--- src/rtl/multicycle_control.sv ---
// Main control FSM for the multicycle MIPS core. Sequences a shared memory, ALU, PC and register
// file through fetch/decode/execute/memory/writeback steps for R-type, lw, sw, beq, addi, ori, j.
// Memory steps wait on mem_ready_i with an optional timeout; bad opcodes and timeouts trap.
//
// Ports:
//   clk, reset        clock (rising edge), asynchronous active-high reset
//   opcode_i          IR[31:26], valid from DECODE onward
//   mem_ready_i       memory handshake, access completes in the cycle it is sampled high
//   pc_write_o        unconditional PC load
//   pc_write_cond_o   PC load if alu_zero (ANDed externally)
//   pc_source_o       00 ALU result, 01 ALUOut, 10 jump target
//   iord_o            memory address select: 0 PC, 1 ALUOut
//   mem_read_o        memory read strobe
//   mem_write_o       memory write strobe
//   ir_write_o        instruction register load
//   reg_dst_o         write register: 0 rt, 1 rd
//   mem_to_reg_o      write data: 0 ALUOut, 1 MDR
//   reg_write_o       register file write enable
//   alu_src_a_o       0 PC, 1 A register
//   alu_src_b_o       00 B, 01 const 4, 10 imm, 11 imm<<2
//   zero_ext_o        immediate zero-extended (ori)
//   alu_op_o          00 add, 01 sub, 10 funct, 11 or-immediate
//   state_o           current state encoding (debug)
//   instr_done_o      one-cycle pulse when an instruction retires
//   instr_count_o     retired instruction count, wraps
//   illegal_op_o      sticky: trapped on unsupported opcode
//   bus_error_o       sticky: trapped on memory timeout
module multicycle_control #(
    parameter int unsigned MEM_TIMEOUT = 15,
    parameter int unsigned CNT_W       = 32
) (
    input  logic             clk,
    input  logic             reset,
    input  logic [5:0]       opcode_i,
    input  logic             mem_ready_i,
    output logic             pc_write_o,
    output logic             pc_write_cond_o,
    output logic [1:0]       pc_source_o,
    output logic             iord_o,
    output logic             mem_read_o,
    output logic             mem_write_o,
    output logic             ir_write_o,
    output logic             reg_dst_o,
    output logic             mem_to_reg_o,
    output logic             reg_write_o,
    output logic             alu_src_a_o,
    output logic [1:0]       alu_src_b_o,
    output logic             zero_ext_o,
    output logic [1:0]       alu_op_o,
    output logic [3:0]       state_o,
    output logic             instr_done_o,
    output logic [CNT_W-1:0] instr_count_o,
    output logic             illegal_op_o,
    output logic             bus_error_o
);

    typedef enum logic [3:0] {
        StFetch    = 4'd0,
        StDecode   = 4'd1,
        StMemAddr  = 4'd2,
        StMemRead  = 4'd3,
        StMemWb    = 4'd4,
        StMemWrite = 4'd5,
        StExecute  = 4'd6,
        StAluWb    = 4'd7,
        StBranch   = 4'd8,
        StAddiExec = 4'd9,
        StOriExec  = 4'd10,
        StImmWb    = 4'd11,
        StJump     = 4'd12,
        StTrap     = 4'd15
    } state_e;

    localparam logic [5:0] OpRtype = 6'b000000;
    localparam logic [5:0] OpJ     = 6'b000010;
    localparam logic [5:0] OpBeq   = 6'b000100;
    localparam logic [5:0] OpAddi  = 6'b001000;
    localparam logic [5:0] OpOri   = 6'b001101;
    localparam logic [5:0] OpLw    = 6'b100011;
    localparam logic [5:0] OpSw    = 6'b101011;

    // Counter never exceeds MEM_TIMEOUT-1, so this many bits suffice.
    localparam int unsigned WaitW = (MEM_TIMEOUT > 1) ? $clog2(MEM_TIMEOUT) : 1;
    localparam logic [WaitW-1:0] WaitMax = WaitW'((MEM_TIMEOUT == 0) ? 0 : MEM_TIMEOUT - 1);
    localparam logic [CNT_W-1:0] CntOne  = CNT_W'(1);

    state_e             state_q, state_d;
    logic [WaitW-1:0]   wait_q, wait_d;
    logic [CNT_W-1:0]   count_q, count_d;
    logic               illegal_q, illegal_d;
    logic               bus_err_q, bus_err_d;
    logic               timeout;
    logic               wait_state;

    assign wait_state = (state_q == StFetch) || (state_q == StMemRead) ||
                        (state_q == StMemWrite);
    assign timeout    = (MEM_TIMEOUT != 0) && wait_state && !mem_ready_i && (wait_q == WaitMax);

    always_comb begin
        state_d         = state_q;
        illegal_d       = illegal_q;
        bus_err_d       = bus_err_q;
        pc_write_o      = 1'b0;
        pc_write_cond_o = 1'b0;
        pc_source_o     = 2'b00;
        iord_o          = 1'b0;
        mem_read_o      = 1'b0;
        mem_write_o     = 1'b0;
        ir_write_o      = 1'b0;
        reg_dst_o       = 1'b0;
        mem_to_reg_o    = 1'b0;
        reg_write_o     = 1'b0;
        alu_src_a_o     = 1'b0;
        alu_src_b_o     = 2'b00;
        zero_ext_o      = 1'b0;
        alu_op_o        = 2'b00;
        instr_done_o    = 1'b0;

        // Outputs stay all-zero while reset is held, even though state already reads FETCH.
        if (!reset) begin
            unique case (state_q)
                StFetch: begin
                    mem_read_o  = 1'b1;
                    alu_src_b_o = 2'b01;
                    if (mem_ready_i) begin
                        ir_write_o = 1'b1;
                        pc_write_o = 1'b1;
                        state_d    = StDecode;
                    end else if (timeout) begin
                        state_d   = StTrap;
                        bus_err_d = 1'b1;
                    end
                end
                StDecode: begin
                    alu_src_b_o = 2'b11;
                    unique case (opcode_i)
                        OpLw, OpSw: state_d = StMemAddr;
                        OpRtype:    state_d = StExecute;
                        OpBeq:      state_d = StBranch;
                        OpAddi:     state_d = StAddiExec;
                        OpOri:      state_d = StOriExec;
                        OpJ:        state_d = StJump;
                        default: begin
                            state_d   = StTrap;
                            illegal_d = 1'b1;
                        end
                    endcase
                end
                StMemAddr: begin
                    alu_src_a_o = 1'b1;
                    alu_src_b_o = 2'b10;
                    state_d     = (opcode_i == OpLw) ? StMemRead : StMemWrite;
                end
                StMemRead: begin
                    mem_read_o = 1'b1;
                    iord_o     = 1'b1;
                    if (mem_ready_i) begin
                        state_d = StMemWb;
                    end else if (timeout) begin
                        state_d   = StTrap;
                        bus_err_d = 1'b1;
                    end
                end
                StMemWb: begin
                    reg_write_o  = 1'b1;
                    mem_to_reg_o = 1'b1;
                    instr_done_o = 1'b1;
                    state_d      = StFetch;
                end
                StMemWrite: begin
                    mem_write_o = 1'b1;
                    iord_o      = 1'b1;
                    if (mem_ready_i) begin
                        instr_done_o = 1'b1;
                        state_d      = StFetch;
                    end else if (timeout) begin
                        state_d   = StTrap;
                        bus_err_d = 1'b1;
                    end
                end
                StExecute: begin
                    alu_src_a_o = 1'b1;
                    alu_op_o    = 2'b10;
                    state_d     = StAluWb;
                end
                StAluWb: begin
                    reg_write_o  = 1'b1;
                    reg_dst_o    = 1'b1;
                    instr_done_o = 1'b1;
                    state_d      = StFetch;
                end
                StBranch: begin
                    alu_src_a_o     = 1'b1;
                    alu_op_o        = 2'b01;
                    pc_write_cond_o = 1'b1;
                    pc_source_o     = 2'b01;
                    instr_done_o    = 1'b1;
                    state_d         = StFetch;
                end
                StAddiExec: begin
                    alu_src_a_o = 1'b1;
                    alu_src_b_o = 2'b10;
                    state_d     = StImmWb;
                end
                StOriExec: begin
                    alu_src_a_o = 1'b1;
                    alu_src_b_o = 2'b10;
                    zero_ext_o  = 1'b1;
                    alu_op_o    = 2'b11;
                    state_d     = StImmWb;
                end
                StImmWb: begin
                    reg_write_o  = 1'b1;
                    instr_done_o = 1'b1;
                    state_d      = StFetch;
                end
                StJump: begin
                    pc_write_o   = 1'b1;
                    pc_source_o  = 2'b10;
                    instr_done_o = 1'b1;
                    state_d      = StFetch;
                end
                default: state_d = StTrap;  // TRAP absorbs; unused encodings fall in
            endcase
        end
    end

    // Counter restarts whenever a wait state is (re)entered and only counts while held there.
    always_comb begin
        wait_d = '0;
        if (wait_state && (state_d == state_q)) begin
            wait_d = wait_q + 1'b1;
        end
    end

    always_comb begin
        count_d = count_q;
        if (instr_done_o) begin
            count_d = count_q + CntOne;
        end
    end

    always_ff @(posedge clk or posedge reset) begin
        if (reset) begin
            state_q   <= StFetch;
            wait_q    <= '0;
            count_q   <= '0;
            illegal_q <= 1'b0;
            bus_err_q <= 1'b0;
        end else begin
            state_q   <= state_d;
            wait_q    <= wait_d;
            count_q   <= count_d;
            illegal_q <= illegal_d;
            bus_err_q <= bus_err_d;
        end
    end

    assign state_o       = state_q;
    assign instr_count_o = count_q;
    assign illegal_op_o  = illegal_q;
    assign bus_error_o   = bus_err_q;

endmodule

--- config.mk ---
export PLATFORM = sky130hd
export DESIGN_NAME = multicycle_control
export DESIGN_NICKNAME = d
export VERILOG_FILES = /design/src/rtl/multicycle_control.sv
export SDC_FILE = /design/constraint.sdc
export NUM_CORES = 1
export LEC_CHECK = 0
export CAP_MARGIN = 0
export CORE_ASPECT_RATIO = 1.1
export CORE_MARGIN = 2
export CORE_UTILIZATION = 53
export DETAILED_ROUTE_END_ITERATION = 7
export GPL_TIMING_DRIVEN = 0
export PLACE_DENSITY = 0.95
export REMOVE_ABC_BUFFERS = 1
export SETUP_SLACK_MARGIN = 0.4
export SLEW_MARGIN = 0
export SYNTH_ARGS = -nofsm -noshare
export SYNTH_HDL_FRONTEND = slang
export SYNTH_SLANG_ARGS = --single-unit
--- constraint.sdc ---
create_clock -name clk -period 9.7 [get_ports clk]
set_input_delay 2.91 -clock clk [delete_from_list [all_inputs] [get_ports clk]]
set_output_delay 2.91 -clock clk [all_outputs]
set_load 0.02 [all_outputs]
-- After elaboration in Yosys (flattened, before gate mapping)
Cells that the tools add are included.
- register bits after elaboration: 42
- logic and storage cells: 90
- output and inout port bits: 56
- equal/unequal tests: 20
- reductions and logical operators: 20
- multiplexer cells: 40
- bitwise operators: 3
- add/subtract/negate cells: 2
- operators with widths (kind ; number):
    $add A32 B1 Y32 const B ; 1
    $pmux W4 S8 ; 1
    $eq A4 B4 Y1 const B ; 6
    $mux W4 ; 6
    $pmux W4 S6 ; 1
    $mux W1 ; 23
    $eq A4 B3 Y1 const B ; 4
    $eq A6 B4 Y1 const B ; 2
    $eq A6 B6 Y1 const B ; 2
    $pmux W2 S3 ; 2
    $reduce_or A5 Y1 ; 2
    $reduce_or A3 Y1 ; 3
    $eq A4 B2 Y1 const B ; 2
    $reduce_or A2 Y1 ; 4
    $reduce_or A7 Y1 ; 1
    $eq A6 B2 Y1 const B ; 1
    $eq A6 B3 Y1 const B ; 1
    $logic_not A6 Y1 ; 1
    $mux W2 ; 3
    $add A4 B1 Y4 const B ; 1
    $eq A4 B1 Y1 const B ; 1
    $eq A4 B4 Y1 ; 1
    $logic_not A4 Y1 ; 1
    $pmux W1 S2 ; 2
    other kinds (8) ; 13

-- Depth between registers and ports, before layout
Gate-level depths: netlist of run 1.
- depth in word-level cells: 12
- mapped depth: 6
- mapped depth without buffers: 6

-- Least setup slack after synthesis of run 1
No wires, ideal clock.
- path type: input-to-output
- start: in reset
- end: out mem_write_o
- path slack: 1792 ps
- stages on the path: 4
- buffers on the path: 1
- data arrival time: 4998 ps
- cell sequence: clkbuf_1 > inv_1 > nand2_1 > nor4_1
- word-level cells in the longest chain between the ends: 1
- RTL lines (item ; RTL line ; RTL):
    start: declaration ; 33 ; input logic reset,
    $mux W1 ; 120 ; if (!reset) begin
    end: declaration ; 41 ; output logic mem_write_o,
No other way between the ends.

-- Worst setup path after layout of run 1
- start: in reset
- end: out iord_o
- word-level cells in the longest chain between the ends: 1
- RTL lines (item ; RTL line ; RTL):
    $mux W1 ; 120 ;
    end: declaration ; 39 ; output logic iord_o,
No other way between the ends.

==> flow_summary.toml, run 1 <==
[routing]
postRouteAntennaNets = 0
route.detailed.drc = 0
via_per_inst = 5.840
wl_per_cell_um = 15.39
wl_um = 5879
vias = 2231
drt_iter0_drc = 231
drt-pass1-iter-count = 4

[final_layout]
fin_util = 0.7118
drive_above_1_share = 0.06135
fillers = 362
diodes = 0
area.growth.synth_to_final_pct = 31.32
fin_area_um2 = 3242
nNetsFinal = 337

[logic_synthesis]
yosysWarnings = 0
ys.flop_type = "dfrtp_1"
synth-edff-count = 0
ys_seq_elements = 42
ys_seq_area_frac = 0.4257
ys_async_sr_fraction = 1.000
synth_cells = 267
synth_cell_types = 52
synth.avg_cell_area_um2 = 9.246
synth_area_um2 = 2469

[grt]
track_usage = 0.2339
grt_max_degree = 33
grt_overflow = 0
antenna_found_initial = 0
grt_pass1_wl_um = 9673
grt_pass1_vias = 2101

[setup_path]
required_ns = 6.79
path_common_cell = "clkdlybuf4s50_1"
critPathMaxStageDelay_ns = 0.78
crit_arrival_ns = 5.24
slowest_stage = "clkdlybuf4s50_1"
crit_fanout = 18
end_kind = "primary output"
critPathTopFamily = "buffers and inverters"
worst-path-buf-inv = 3
path_class = "primary input to primary output"
cp_cell_sequence = "clkdlybuf4s50_1, inv_2, nand2_1, nor3b_1, clkdlybuf4s50_1"
crit_path_start_kind = "primary input"

[cts]
clk_latency_ns = 0.30
clockRootBuffer = "clkbuf_8"
htree_levels = 2
cts.sinks = 42
clockBufferDepth = 2
cts_setup_buffers = 0
holdBufCountCts = 0
cts_buffers = 5
path_clk_slew_ns = 0.09
cts_resized = 0
cts_tree = "yes"

[timing]
finalCritPeriodShare = 0.8397
setup_viol = 0
final-max-slew-violation-count = 0
worst_slew_pin_slew_ns = 0.7196
rsz0062_at_grt = "false"
fin_setup_tns_ns = 0
skew_ns = 0.01010
fmax_mhz = 122.8
hold_viol = 0
max_slew_margin = 0.5188
layout_min_cycle_time_ns = 8.145

[floorplanning]
start_util = 0.5420
die_x_um = 69.07
rows = 26
io_pins = 65
die-area_um2 = 5220
core-area_um2 = 4554
fp.dieH_um = 75.58

[placement]
dp_hpwl_um = 4160
routabilityCongestion = 0.8383
io_buffers = 64
dpl_cell_area_um2 = 3133

[power_and_ir_drop]
pwr-share-comb = 0.431
power_w = 0.0006818
p_leak_nw = 1.398
swShare = 0.4091
power_density_nw_per_um2 = 210.3
internal_power_w = 0.0004029
ir_drop_v = 0.0001157
p_sw_w = 0.0002789
seqPwrFrac = 0.369
clkPwrFrac = 0.200

[job]
drv_cap = 0

[status]
outcome = "completed"

[worst_hold_path]
hp-class = "register to register"
-- power groups by stage --
stage          sequential (W)  combinational, W  clock [W]
2_1_floorplan        0.000267          0.000160          0
3_3_place_gp         0.000252          0.000283          0
3_5_place_dp         0.000254          0.000292          0
4_1_cts              0.000251          0.000294   0.000140
5_1_grt              0.000258          0.000320   0.000146
6_report             0.000252          0.000294   0.000136
-- path summary, 6_finish.rpt --
kind / start / endpoint / slack, ns / depth (start not counted)
min in group asynchronous: reset / state_o[1] / 3.44 / 2
worst min-delay path: bus_error_o / bus_error_o / 0.47 / 2
max in group asynchronous: reset / instr_count_o[31] / 5.77 / 3
worst max register to register: state_o[3] / instr_count_o[11] / 7.26 / 5
worst max-delay path: reset / iord_o / 1.55 / 5
worst min register to register: bus_error_o / bus_error_o / 0.47 / 2
-- flip-flops by register name, summed over array words and instances, names as in the netlist --
| signal | flops |
|---|---|
| wait_q | 4 |
| state_o | 4 |
| illegal_op_o | 1 |
| bus_error_o | 1 |
| instr_count_o | 32 |
-- synthesized netlist by cell type, types with 3 or more instances --
library cell | number | share of area
xnor2_1 | 13 | 0.046
nand3_1 | 13 | 0.026
inv_1 | 15 | 0.023
a21oi_1 | 6 | 0.012
nor4_1 | 15 | 0.038
buf_4 | 3 | 0.0091
nand2_1 | 16 | 0.024
xor2_1 | 24 | 0.085
clkbuf_1 | 8 | 0.012
dfrtp_1 | 42 | 0.43
nor3_1 | 15 | 0.030
nand4_1 | 4 | 0.010
nor2_1 | 27 | 0.041
and3_1 | 8 | 0.020
ha_1 | 3 | 0.015
o21ai_0 | 9 | 0.018
-- per-layer routing --
layer	share of wire	GRT usage
met5	0	0
met2	0.50	0.4188
met3	0.067	0.05688
met1	0.41	0.2727
met4	0.019	0.1046
-- metrics by stage --
| step | hold slack, ns | std cells | setup slack (ns) |
|---|---|---|---|
| 4_1_cts | 0.4766 | 382 | 1.541 |
| 2_1_floorplan | 0.4603 | 253 | 2.026 |
| 3_5_place_dp | 0.4559 | 374 | 1.585 |
| 6_report | 0.4702 | 382 | 1.555 |
| 3_3_place_gp | 0.4542 | 373 | 0.3986 |
| 5_1_grt | 0.5081 | 382 | 1.343 |
-- layout by cell type, fill, tap and decap left out, types with 9 or more instances in the layout --
| cell type | count |
|---|---|
| clkdlybuf4s50_1 | 64 |
| dfrtp_1 | 42 |
| nor2_1 | 27 |
| xor2_1 | 24 |
| nand2_1 | 16 |
| nor3_1 | 15 |
| nor4_1 | 15 |
| inv_1 | 14 |
| nand3_1 | 13 |
| xnor2_1 | 13 |
| o21ai_0 | 9 |
-- kinds of logic (layout without fill, tap and decap cells) --
| kind of cell | after synthesis | after routing | synth area share |
|---|---|---|---|
| simple gates | 115 | 115 | 0.2494 |
| flops | 42 | 42 | 0.4257 |
| compound gates | 39 | 39 | 0.1227 |
| xor+xnor | 37 | 37 | 0.1313 |
| buf+inv | 30 | 89 | 0.05118 |
| fa+ha+maj | 3 | 3 | 0.01521 |
| mux | 1 | 1 | 0.004561 |
-- final cells by class --
class	instances	area, um^2	share of cell area
Inverter	16	60.06	0.01853
Tap cell	56	70.07	0.02161
Multi-Input combinational cell	195	1291	0.3983
Clock inverter	3	40.04	0.01235
Clock buffer	5	68.82	0.02123
Timing Repair Buffer	65	660.6	0.2038
Sequential cell	42	1051	0.3242
-- tightest hold or removal path: stages, from the launching register on --
cell and delay (ns):
dfrtp_1 0.35, inv_1 0.04, o41ai_1 0.05
Power figures use the tool's default switching activity.
==> run 2: changes to the inputs <==
- CORE_UTILIZATION: 53 -> 49
- PLACE_DENSITY: 0.95 -> 0.9
- clock period: 9.7 -> 7.8 ns (I/O delays scaled with it)
==> run 2 against run 1 <==
Net effect: core utilization down 5.9 points; die area up 7.7%; global-route usage down 2.7 points; worst setup slack worse by 0.85 ns; clock-buffer cell count up 1; register-to-register slack worse by 1.9 ns; total power up 19%; non-clock buffer count unchanged; clock power about the same; combinational power up 23%; highest routed layer unchanged.
==> flow_summary.toml, run 2 (synthesis results as in run 1) <==
[floorplanning]
rows = 27
io_pins = 65
start_util = 0.5005
core-area_um2 = 4932
die-area_um2 = 5623
fp.dieH_um = 78.45
die_x_um = 71.68

[setup_path]
reg2reg_from = "state_o[3]"
setup.worst_path.start = "reset"
end_kind = "primary output"
reg2reg_depth = 5
rr_endpoint = "instr_count_o[27]"
required_ns = 5.46
crit_path_start_kind = "primary input"
reg2reg_slack_ns = 5.32
path_class = "primary input to primary output"
critPathCapture = "iord_o"
crit_arrival_ns = 4.76
crit_fanout = 42

[grt]
track_usage = 0.2067
grt_pass1_vias = 2065
antenna_found_initial = 0
grt_pass1_wl_um = 9294
grt_overflow = 0
grt_max_degree = 43

[final_layout]
diodes = 0
final_common_cell = "clkdlybuf4s50_1"
largest_reg_flops = 32
fillers = 414
drive_above_1_share = 0.05556
mostFrequentLayoutCells = "64 x clkdlybuf4s50_1, 42 x dfrtp_1, 27 x nor2_1"
nNetsFinal = 337
area.growth.synth_to_final_pct = 30.36

[timing]
setup_ws_ns = 0.7044
setup_viol = 0
max_slew_margin = 0.5408
layout_min_cycle_time_ns = 7.096
finalCritPeriodShare = 0.9097
skew_ns = 0.01008
final-max-slew-violation-count = 0
hold_viol = 0
fmax_mhz = 140.9
worst_slew_pin_slew_ns = 0.6867
rsz0062_at_grt = "false"

[cts]
clockRootBuffer = "clkbuf_8"
cts_tree = "yes"
holdBufCountCts = 0
htree_levels = 2
cts.sinks = 42
cts_resized = 0
clk_latency_ns = 0.30
cts_setup_buffers = 0
cts_buffers = 5
clockBufferDepth = 2
path_clk_slew_ns = 0.07

[routing]
wl_per_cell_um = 14.40
drt_iter0_drc = 196
wl_um = 5502
drt-pass1-iter-count = 4
route.detailed.drc = 0
postRouteAntennaNets = 0
vias = 2215
via_per_inst = 5.798

[worst_hold_path]
hold_depth = 1
hp-class = "register to register"
hp-start = "instr_count_o[31]"

[power_and_ir_drop]
power_density_nw_per_um2 = 251.7
ir_drop_v = 0.0001140
power_w = 0.0008101
p_leak_nw = 1.383

[placement]
dp_slack_ns = 0.7157
io_buffers = 64
routabilityCongestion = 0.8489
dp_hpwl_um = 3936

[job]
drv_cap = 0

[status]
outcome = "completed"
run 2: worst max-delay path: stages:
cell             delay, ns
clkdlybuf4s50_1       0.76
inv_2                 0.29
buf_12                0.26
nand2_1               0.14
nor3b_1               0.30
clkdlybuf4s50_1       0.66
run 2: through the flow:
stage | utilization | std cells | hold slack, ns | setup TNS (ns) | area [um^2]
after floorplan | - | 253 | 0.4603 | 0 | 2402
after detailed placement | 0.6357 | 376 | 0.4588 | 0 | 3136
after CTS | 0.6525 | 382 | 0.4774 | 0 | 3218
final | 0.6525 | 382 | 0.4756 | 0 | 3218
after global placement | 0.6317 | 375 | 0.4529 | -1.022 | 3115
after global routing | 0.6525 | 382 | 0.5116 | 0 | 3218
run 2: layer usage:
metal	part of all wire	track usage	wire length (um)
met5	0	0	0
met4	0.027	0.09623	148
met3	0.096	0.05648	527
met2	0.46	0.3213	2531
met1	0.42	0.2666	2294
run 2: final cells by class:
type	instances	area, um^2	area share
clock buffers	6	82.58	0.02566
well taps	58	72.57	0.02255
flip-flops and latches	42	1051	0.3266
multi-input cells	195	1291	0.4012
repair buffers	65	660.6	0.2053
inverters	16	60.06	0.01866
run 2: report_power, final:
group	switching (W)	total, W	internal, W
combinational	0.000202	0.000362	0.000160
clock	0.0000681	0.000136	0.0000682
sequential	0.0000651	0.000312	0.000246
run 2: how the worst min path moves through the flow:
stage | to | slack [ns]
global placement | bus_error_o | 0.45
finish | instr_count_o[31] | 0.48
global route | bus_error_o | 0.51
floorplan | wait_q[0] | 0.46
detailed placement | instr_count_o[31] | 0.46
CTS | instr_count_o[31] | 0.48
